`config.mk`:
```
export PLATFORM = sky130hd
export DESIGN_NAME = bias_seq_ctrl
export DESIGN_NICKNAME = d
export VERILOG_FILES = /design/src/rtl/bias_seq_pkg.sv /design/src/rtl/settle_timer.sv /design/src/rtl/bias_seq_ctrl.sv
export SDC_FILE = /design/constraint.sdc
export NUM_CORES = 1
export LEC_CHECK = 0
export CORE_MARGIN = 4
export CORE_UTILIZATION = 40
export DETAILED_ROUTE_END_ITERATION = 12
export SYNTH_ARGS = -nofsm -noshare
export SYNTH_HDL_FRONTEND = slang
export SYNTH_SLANG_ARGS = --single-unit
```
`constraint.sdc`:
```
create_clock -name clk -period 7.2 [get_ports clk]
set_input_delay 0.72 -clock clk [delete_from_list [all_inputs] [get_ports clk]]
set_output_delay 0.72 -clock clk [all_outputs]
set_load 0.05 [all_outputs]
```
`src/rtl/bias_seq_pkg.sv`:
```
// bias_seq_pkg: shared state encoding and mode constants for the bias sequencer
package bias_seq_pkg;
  typedef enum logic [2:0] {
    S_OFF    = 3'd0,
    S_DRAIN  = 3'd1,
    S_RAMP_L = 3'd2,
    S_RAMP_H = 3'd3,
    S_READY  = 3'd4
  } state_t;
  localparam logic [1:0] MODE_OFF = 2'b00;
  localparam logic [1:0] MODE_L   = 2'b01;
  localparam logic [1:0] MODE_H   = 2'b10;
  localparam logic [1:0] MODE_LH  = 2'b11;
endpackage

```
`src/rtl/settle_timer.sv`:
```
// settle_timer: loadable down-counter, done while the count sits at zero
module settle_timer #(
  parameter int CNT_W = 16
) (
  input  logic             clk,
  input  logic             rst_n,
  input  logic             clr,
  input  logic             start,
  input  logic [CNT_W-1:0] load,
  output logic             done
);
  logic [CNT_W-1:0] cnt;
  always_ff @(posedge clk or negedge rst_n)
    if (!rst_n) cnt <= '0;
    else if (clr) cnt <= '0;
    else if (start) cnt <= load;
    else if (cnt != '0) cnt <= cnt - 1'b1;
  assign done = cnt == '0;
endmodule

```
`src/rtl/bias_seq_ctrl.sv`:
```
// bias_seq_ctrl: break-before-make power-up/mode sequencer for the EN_RESL/EN_RESH bias branches
module bias_seq_ctrl
  import bias_seq_pkg::*;
#(
  parameter int CNT_W    = 16,
  parameter int SETTLE_L = 1000,
  parameter int SETTLE_H = 1000,
  parameter int DRAIN    = 100
) (
  input  logic       clk,
  input  logic       rst_n,
  input  logic       ena,
  input  logic [1:0] mode_req,
  input  logic       mode_valid,
  output logic       mode_ready,
  output logic       en_resl,
  output logic       en_resh,
  output logic       bias_ready,
  output logic       busy,
  output logic [2:0] state_o
);
  // Each timed state lasts exactly N cycles, so the timer is loaded with N-1 on entry
  localparam logic [CNT_W-1:0] LD_L = CNT_W'((SETTLE_L == 0 ? 1 : SETTLE_L) - 1);
  localparam logic [CNT_W-1:0] LD_H = CNT_W'((SETTLE_H == 0 ? 1 : SETTLE_H) - 1);
  localparam logic [CNT_W-1:0] LD_D = CNT_W'((DRAIN == 0 ? 1 : DRAIN) - 1);
  state_t     state, nxt;
  logic [1:0] cur, tgt, sel, drop, add, cur_nxt, en_nxt;
  logic       done, acc;
  assign mode_ready = ena && (state == S_OFF || state == S_READY);
  assign busy       = state == S_DRAIN || state == S_RAMP_L || state == S_RAMP_H;
  assign state_o    = state;
  assign acc        = mode_valid && mode_ready;
  // While idle the live request is the target; once sequencing, the latched one
  always_comb begin
    sel     = mode_ready ? mode_req : tgt;
    drop    = cur & ~sel;
    add     = sel & ~cur;
    nxt     = state;
    cur_nxt = cur;
    case (state)
      S_OFF, S_READY:
        if (acc) nxt = drop != MODE_OFF ? S_DRAIN : add[0] ? S_RAMP_L : add[1] ? S_RAMP_H :
                       sel != MODE_OFF ? S_READY : S_OFF;
      S_DRAIN:
        if (done) begin
          nxt     = add[0] ? S_RAMP_L : add[1] ? S_RAMP_H : tgt != MODE_OFF ? S_READY : S_OFF;
          cur_nxt = cur & tgt;
        end
      S_RAMP_L:
        if (done) begin
          nxt     = add[1] ? S_RAMP_H : S_READY;
          cur_nxt = cur | MODE_L;
        end
      S_RAMP_H:
        if (done) begin
          nxt     = S_READY;
          cur_nxt = cur | MODE_H;
        end
      default: nxt = S_OFF;
    endcase
    en_nxt = nxt == S_DRAIN ? cur & sel :
             cur_nxt | (nxt == S_RAMP_L ? MODE_L : MODE_OFF) | (nxt == S_RAMP_H ? MODE_H : MODE_OFF);
  end
  settle_timer #(.CNT_W(CNT_W)) u_timer (
    .clk  (clk),
    .rst_n(rst_n),
    .clr  (!ena),
    .start(nxt != state),
    .load (nxt == S_DRAIN ? LD_D : nxt == S_RAMP_L ? LD_L : LD_H),
    .done (done)
  );
  always_ff @(posedge clk or negedge rst_n)
    if (!rst_n) begin
      state      <= S_OFF;
      cur        <= MODE_OFF;
      tgt        <= MODE_OFF;
      en_resl    <= 1'b0;
      en_resh    <= 1'b0;
      bias_ready <= 1'b0;
    end else if (!ena) begin
      state      <= S_OFF;
      cur        <= MODE_OFF;
      tgt        <= MODE_OFF;
      en_resl    <= 1'b0;
      en_resh    <= 1'b0;
      bias_ready <= 1'b0;
    end else begin
      state              <= nxt;
      cur                <= cur_nxt;
      tgt                <= acc ? mode_req : tgt;
      {en_resh, en_resl} <= en_nxt;
      bias_ready         <= nxt == S_READY && cur_nxt != MODE_OFF;
    end
endmodule

```
== Word level (Yosys, flattened, before mapping) ==
Index checks and enable logic that the tools add are counted.
Widths: inputs -> output; s select.

* Add/subtract/negate cells: 1
* $mul: 0
* Divide/modulo/power cells: 0
* Magnitude comparators: 0
* Eq/ne operators: 11
* Shifts and indexed selects: 0
* Mux-type cells: 32
* Bitwise gates (word level): 8
* Reductions and logical operators: 14

{| class="wikitable"
|+ Operators with widths
! kind !! count
|-
| $mux 16 || 3
|-
| $mux 3 || 13
|-
| $logic_not 16->1 || 1
|-
| $mux 2 || 8
|-
| $reduce_bool 16->1 || 1
|-
| $sub 16x1->16 const B || 1
|-
| $eq 3x2->1 const B || 4
|-
| $pmux 3 s4 || 1
|-
| $mux 10 || 1
|-
| $and 2x2->2 || 4
|-
| $reduce_bool 2->1 || 4
|-
| $eq 3x1->1 const B || 2
|-
| $eq 3x3->1 const B || 2
|-
| $pmux 2 s3 || 1
|-
| $mux 1 || 5
|-
| $not 2->2 || 2
|-
| $logic_and 1x1->1 || 3
|-
| $logic_not 3->1 || 1
|-
| $logic_or 1x1->1 || 3
|-
| $ne 3x1->1 const B || 1
|-
| $ne 3x3->1 || 1
|-
| $ne 2x1->1 const B || 1
|-
| $or 2x1->2 || 1
|-
| $or 2x2->2 || 1
|-
| $reduce_or 2->1 || 1
|}

* Register bits: 26
* Latch bits: 0
* Memory bits (writable): 0
* ROM bits: 0
* Bits of input ports: 6
* Output and inout bits: 8
* Logic and storage cells: 73
* Memories: 0

== Logic depth before layout (Yosys ltp) ==
* Word-level depth: 17
* Mapped depth: 9
* Mapped depth without buffers: 8

== Modules after synthesis ==
From an unflattened synthesis, not the netlist that was laid out.

* Cell total of the unflattened synthesis: 196
* Area, all modules: 1747.9 um2

{| class="wikitable"
|+ Modules (own cells, without submodules)
! module !! instances !! cells an instance !! area each (um2)
|-
| settle_timer || 1 || 108 || 984.7
|-
| bias_seq_ctrl || 1 || 88 || 763.2
|}

== Worst setup path before layout ==
Ideal clock, no wire load.

* Kind: flip-flop to flip-flop
* Start point: register state[1], in the netlist state_o[1]
* End point: register u_timer.cnt[0]
* Library setup time: 0.119 ns
* Arrival time: 2.859 ns
* Data required time: 7.081 ns
* Setup slack: 4.222 ns
* Stages on the path, launching flop included: 9
* Period minus slack after synthesis: 2.978 ns
* Path through: dfrtp_1 -> buf_2 -> nor3b_4 -> mux2i_1 -> a2111oi_2 -> a21o_1 -> a211oi_1 -> nand3_2 -> o21a_1

* Longest elaborated chain between the ends: 14
* Elaborated cells on any way between the ends: 31

{| class="wikitable"
|+ RTL lines
! what !! line !! source
|-
| start: declaration || bias_seq_ctrl.sv:26 || <nowiki>state_t state, nxt;</nowiki>
|-
| start signal: assignment || bias_seq_ctrl.sv:88 || <nowiki>state <= nxt;</nowiki>
|-
| $eq 3x3->1 / $logic_not 3->1 (equally long branches) || bias_seq_ctrl.sv:29 || <nowiki>assign mode_ready = ena && (state == S_OFF || state == S_READY);</nowiki>
|-
| $logic_or 1x1->1 (*) || bias_seq_ctrl.sv:29 ||
|-
| $logic_and 1x1->1 (*) || bias_seq_ctrl.sv:29 ||
|-
| via mode_ready || bias_seq_ctrl.sv:15 || <nowiki>output logic mode_ready,</nowiki>
|-
| $mux 2 || bias_seq_ctrl.sv:35 || <nowiki>sel = mode_ready ? mode_req : tgt;</nowiki>
|-
| $reduce_bool 2->1 || bias_seq_ctrl.sv:43 || <nowiki>sel != MODE_OFF ? S_READY : S_OFF;</nowiki>
|-
| $mux 3 || bias_seq_ctrl.sv:43 ||
|-
| $mux 3 (4 in series) || bias_seq_ctrl.sv:42 || <nowiki>if (acc) nxt = drop != MODE_OFF ? S_DRAIN : add[0] ? S_RAMP_L : add[1] ? S_RAMP_H :</nowiki>
|-
| $pmux 3 s4 (*) || bias_seq_ctrl.sv:40 || <nowiki>case (state)</nowiki>
|-
| $ne 3x3->1 (*) || bias_seq_ctrl.sv:68 || <nowiki>.start(nxt != state),</nowiki>
|-
| $mux 16 || settle_timer.sv:16 || <nowiki>else if (start) cnt <= load;</nowiki>
|-
| $mux 16 || settle_timer.sv:15 || <nowiki>else if (clr) cnt <= '0;</nowiki>
|-
| end signal: assignment || settle_timer.sv:16 ||
|-
| end signal: assignment || settle_timer.sv:17 || <nowiki>else if (cnt != '0) cnt <= cnt - 1'b1;</nowiki>
|-
| end: declaration || settle_timer.sv:12 || <nowiki>logic [CNT_W-1:0] cnt;</nowiki>
|}

The timed path passes the listed nets; every way through them passes the cells marked *.
A chain may end at the register's enable or synchronous reset.

== Final worst setup path ==
* Start point: input port ena
* End point: output port mode_ready

* Longest elaborated chain between the ends: 1

{| class="wikitable"
|+ RTL lines
! what !! line !! source
|-
| start: declaration || bias_seq_ctrl.sv:12 || <nowiki>input logic ena,</nowiki>
|-
| $logic_and 1x1->1 || bias_seq_ctrl.sv:29 ||
|-
| end: declaration || bias_seq_ctrl.sv:15 ||
|}

No other way between the ends.

==> flow_metrics.py <==
metrics = {
    "outcome": {
        "status": "finished, final reports clean",
    },
    "worst_hold_path": {
        "hold_path.class": "reg2reg",
        "hold_start": "u_timer.cnt[3]$_DFFE_PN0P_",
    },
    "yosys": {
        "ys.flop_type": "dfrtp_1",
        "ys_async_sr_fraction": 1.00,
        "synth_seq_cells": 26,
        "synth_cell_type_count": 50,
        "seq_area_frac_synth": 0.378,
        "synth_area_leaders": "dfrtp_1 (38%), nor2_1 (4.8%), mux2i_1 (4.7%)",
        "ys_warn_count": 0,
        "synth-edff-count": 0,
        "synth_top_cells_by_count": "dfrtp_1 (26), nor2_1 (22), nand2_1 (13), a21oi_1 (10), inv_1 (10)",
        "synth_area_leader_cell": "dfrtp_1",
        "syn_inst": 191,
        "yosysMostFrequentCell": "dfrtp_1",
        "synth_top_area_frac": 0.378,
        "synth_nets": 199,
        "syn_area_um2": 1720,
        "avgSynthCellArea_um2": 9.00,
    },
    "critical_path": {
        "cpLargestDelayFamily": "buffers and inverters",
        "cp_max_fo": 17,
        "cpMostUsedCell": "clkdlybuf4s50_1",
        "cp_num_buf_inv": 2,
        "worstPathRequired_ns": 6.48,
        "crit_chain": "clkdlybuf4s50_1 -> nor3b_4 -> clkdlybuf4s50_1",
        "cp_data_arrival_time_ns": 2.96,
        "startpoint": "ena",
        "cpPeakStageDelay_ns": 0.89,
        "r2r-start": "u_timer.cnt[6]$_DFFE_PN0P_",
        "worstSetupPathType": "in2out",
        "start_kind": "input port",
        "critPathSlowestCell": "clkdlybuf4s50_1",
        "end_kind": "output port",
    },
    "final_layout": {
        "layout-drive-gt1-share": 0.0746,
        "final_cells": 251,
        "n_antenna_cell": 0,
        "nets": 211,
        "area_growth_pct": 12.3,
    },
    "grt": {
        "grt_pass1_wl_um": 6740,
        "overflow": 0,
        "grt_pass1_vias": 1449,
        "grt_usage": 0.159,
        "grt_max_degree": 27,
        "antenna_found_initial": 0,
    },
    "timing": {
        "clock_skew_ns": 0.00404,
        "finalCriticalPeriod_ns": 3.68,
        "relSlewSlack": 0.498,
        "rsz0062_at_grt": "no",
        "hold_violations": 0,
        "drv_slew": 0,
        "worst_slew_pin_slew_ns": 0.747,
        "finalSetupViolCount": 0,
        "post-route-period-util": 0.511,
        "fin_ws_ns": 3.52,
        "max_freq_ghz": 0.272,
        "finalSetupTns_ns": 0,
    },
    "clock_tree": {
        "clockBufferDepth": 2,
        "root_buffer": "clkbuf_8",
        "clk_latency_ns": 0.27,
        "holdBufCountCts": 0,
        "cts_resized": 0,
        "h-tree-depth": 1,
        "postCtsSetupRepairBufs": 0,
        "cts.sinks": 26,
        "cts_tree": "yes",
        "cts_buffers": 3,
        "clk_pin_slew_ns": 0.09,
    },
    "drt": {
        "drt.antenna.violating_nets": 0,
        "drt-pass1-iter-count": 4,
        "routed_via_density": 5.93,
        "drt_drc_violations_left": 0,
        "drtIter0Drc": 108,
        "wl_per_cell_um": 15.9,
        "routed_wirelength_um": 4000,
        "routed-via-count": 1488,
    },
    "power_and_ir_drop": {
        "p_leak_nw": 0.809,
        "power_density_nw_per_um2": 227,
        "ir_drop_mv": 0.105,
    },
    "flow_run": {
        "max_cap_violations": 0,
    },
    "die": {
        "start_util": 0.421,
        "core_um2": 4090,
        "die_x_um": 73.6,
        "io_pins": 14,
        "row_count": 23,
        "die_height_um": 73.6,
        "die_area_um2": 5410,
    },
    "place": {
        "place_inst": 248,
        "pre_cts_ws_ns": 3.51,
        "gp_congestion": 0.923,
        "hpwlAfterDp_um": 2980,
        "numPortBuffers": 13,
    },
}
-- final timing paths --
path,endpoint,slack [ns],cells after the start
min reg2reg,u_timer.cnt[3]$_DFFE_PN0P_,0.56,2
min,u_timer.cnt[3]$_DFFE_PN0P_,0.56,2
min in group asynchronous,u_timer.cnt[14]$_DFFE_PN0P_,0.81,2
max,mode_ready,3.52,3
max reg2reg,u_timer.cnt[7]$_DFFE_PN0P_,4.50,7
max in group asynchronous,tgt[0]$_DFFE_PN0P_,6.14,2
-- power by group --
| part | total [mW] | switching [mW] | internal (mW) |
|---|---|---|---|
| clock | 0.0823 | 0.0447 | 0.0376 |
| combinational | 0.167 | 0.101 | 0.0665 |
| sequential | 0.188 | 0.0227 | 0.166 |
-- stage by stage --
step	power (mW)	util	hold slack, ns	area [µm²]
2_1_floorplan	0.315	-	0.424	1720
3_3_place_gp	0.356	0.462	0.530	1890
3_5_place_dp	0.357	0.462	0.548	1890
4_1_cts	0.438	0.472	0.566	1930
5_1_grt	0.469	0.472	0.597	1930
6_report	0.438	0.472	0.563	1930
-- cell families (layout without fill, tap and decap cells) --
group           Yosys count  in the layout  synth area share
compound gates           51             51             0.211
flops                    26             26             0.378
fa+ha+maj                 3              3            0.0204
buf+inv                  17             27            0.0393
xor+xnor                 12             12            0.0655
simple gates             74             74             0.239
mux                       8              8            0.0466
-- metal layers --
metal  global-route usage  wire length [µm]
met1                0.203              1760
met2                0.263              1920
met3               0.0274               250
met4               0.0704                74
met5                    0                 0
-- state kept, by name (all words and copies together), names as in the netlist --
signal       count
u_timer.cnt     16
state_o          3
cur              2
tgt              2
bias_ready       1
en_resh          1
en_resl          1
-- worst min-delay path, cell delays in order, from the launching register on --
cell,delay (ns)
dfrtp_1,0.39
o31ai_1,0.07
a21oi_1,0.06
-- layout make-up --
class,instances,area [µm²]
Clock buffer,3,41.3
Fill cell,399,2160
Inverter,10,37.5
Multi-Input combinational cell,148,1000
Sequential cell,26,651
Tap cell,50,62.6
Timing Repair Buffer,14,138
-- layout by cell type, fill, tap and decap left out, types with 2 or more instances in the layout --
master and instances:
dfrtp_1 26, o211ai_1 2, ha_1 2, or3_1 3, inv_1 10, a31oi_1 5, nand4_1 2, nor3_1 3
o211a_1 2, xnor2_1 8, o21ai_1 3, xor2_1 3, nor4_1 4, clkbuf_8 3, a21oi_1 10, clkdlybuf4s50_1 13
nand2_1 13, nand3_1 6, nor2b_1 5, mux2i_1 8, o31ai_1 4, o31a_1 2, o21ai_0 4, a21o_1 3
nor2_1 22, o41ai_1 2, a211oi_1 3, o21a_1 7
Power figures use the tool's default switching activity.
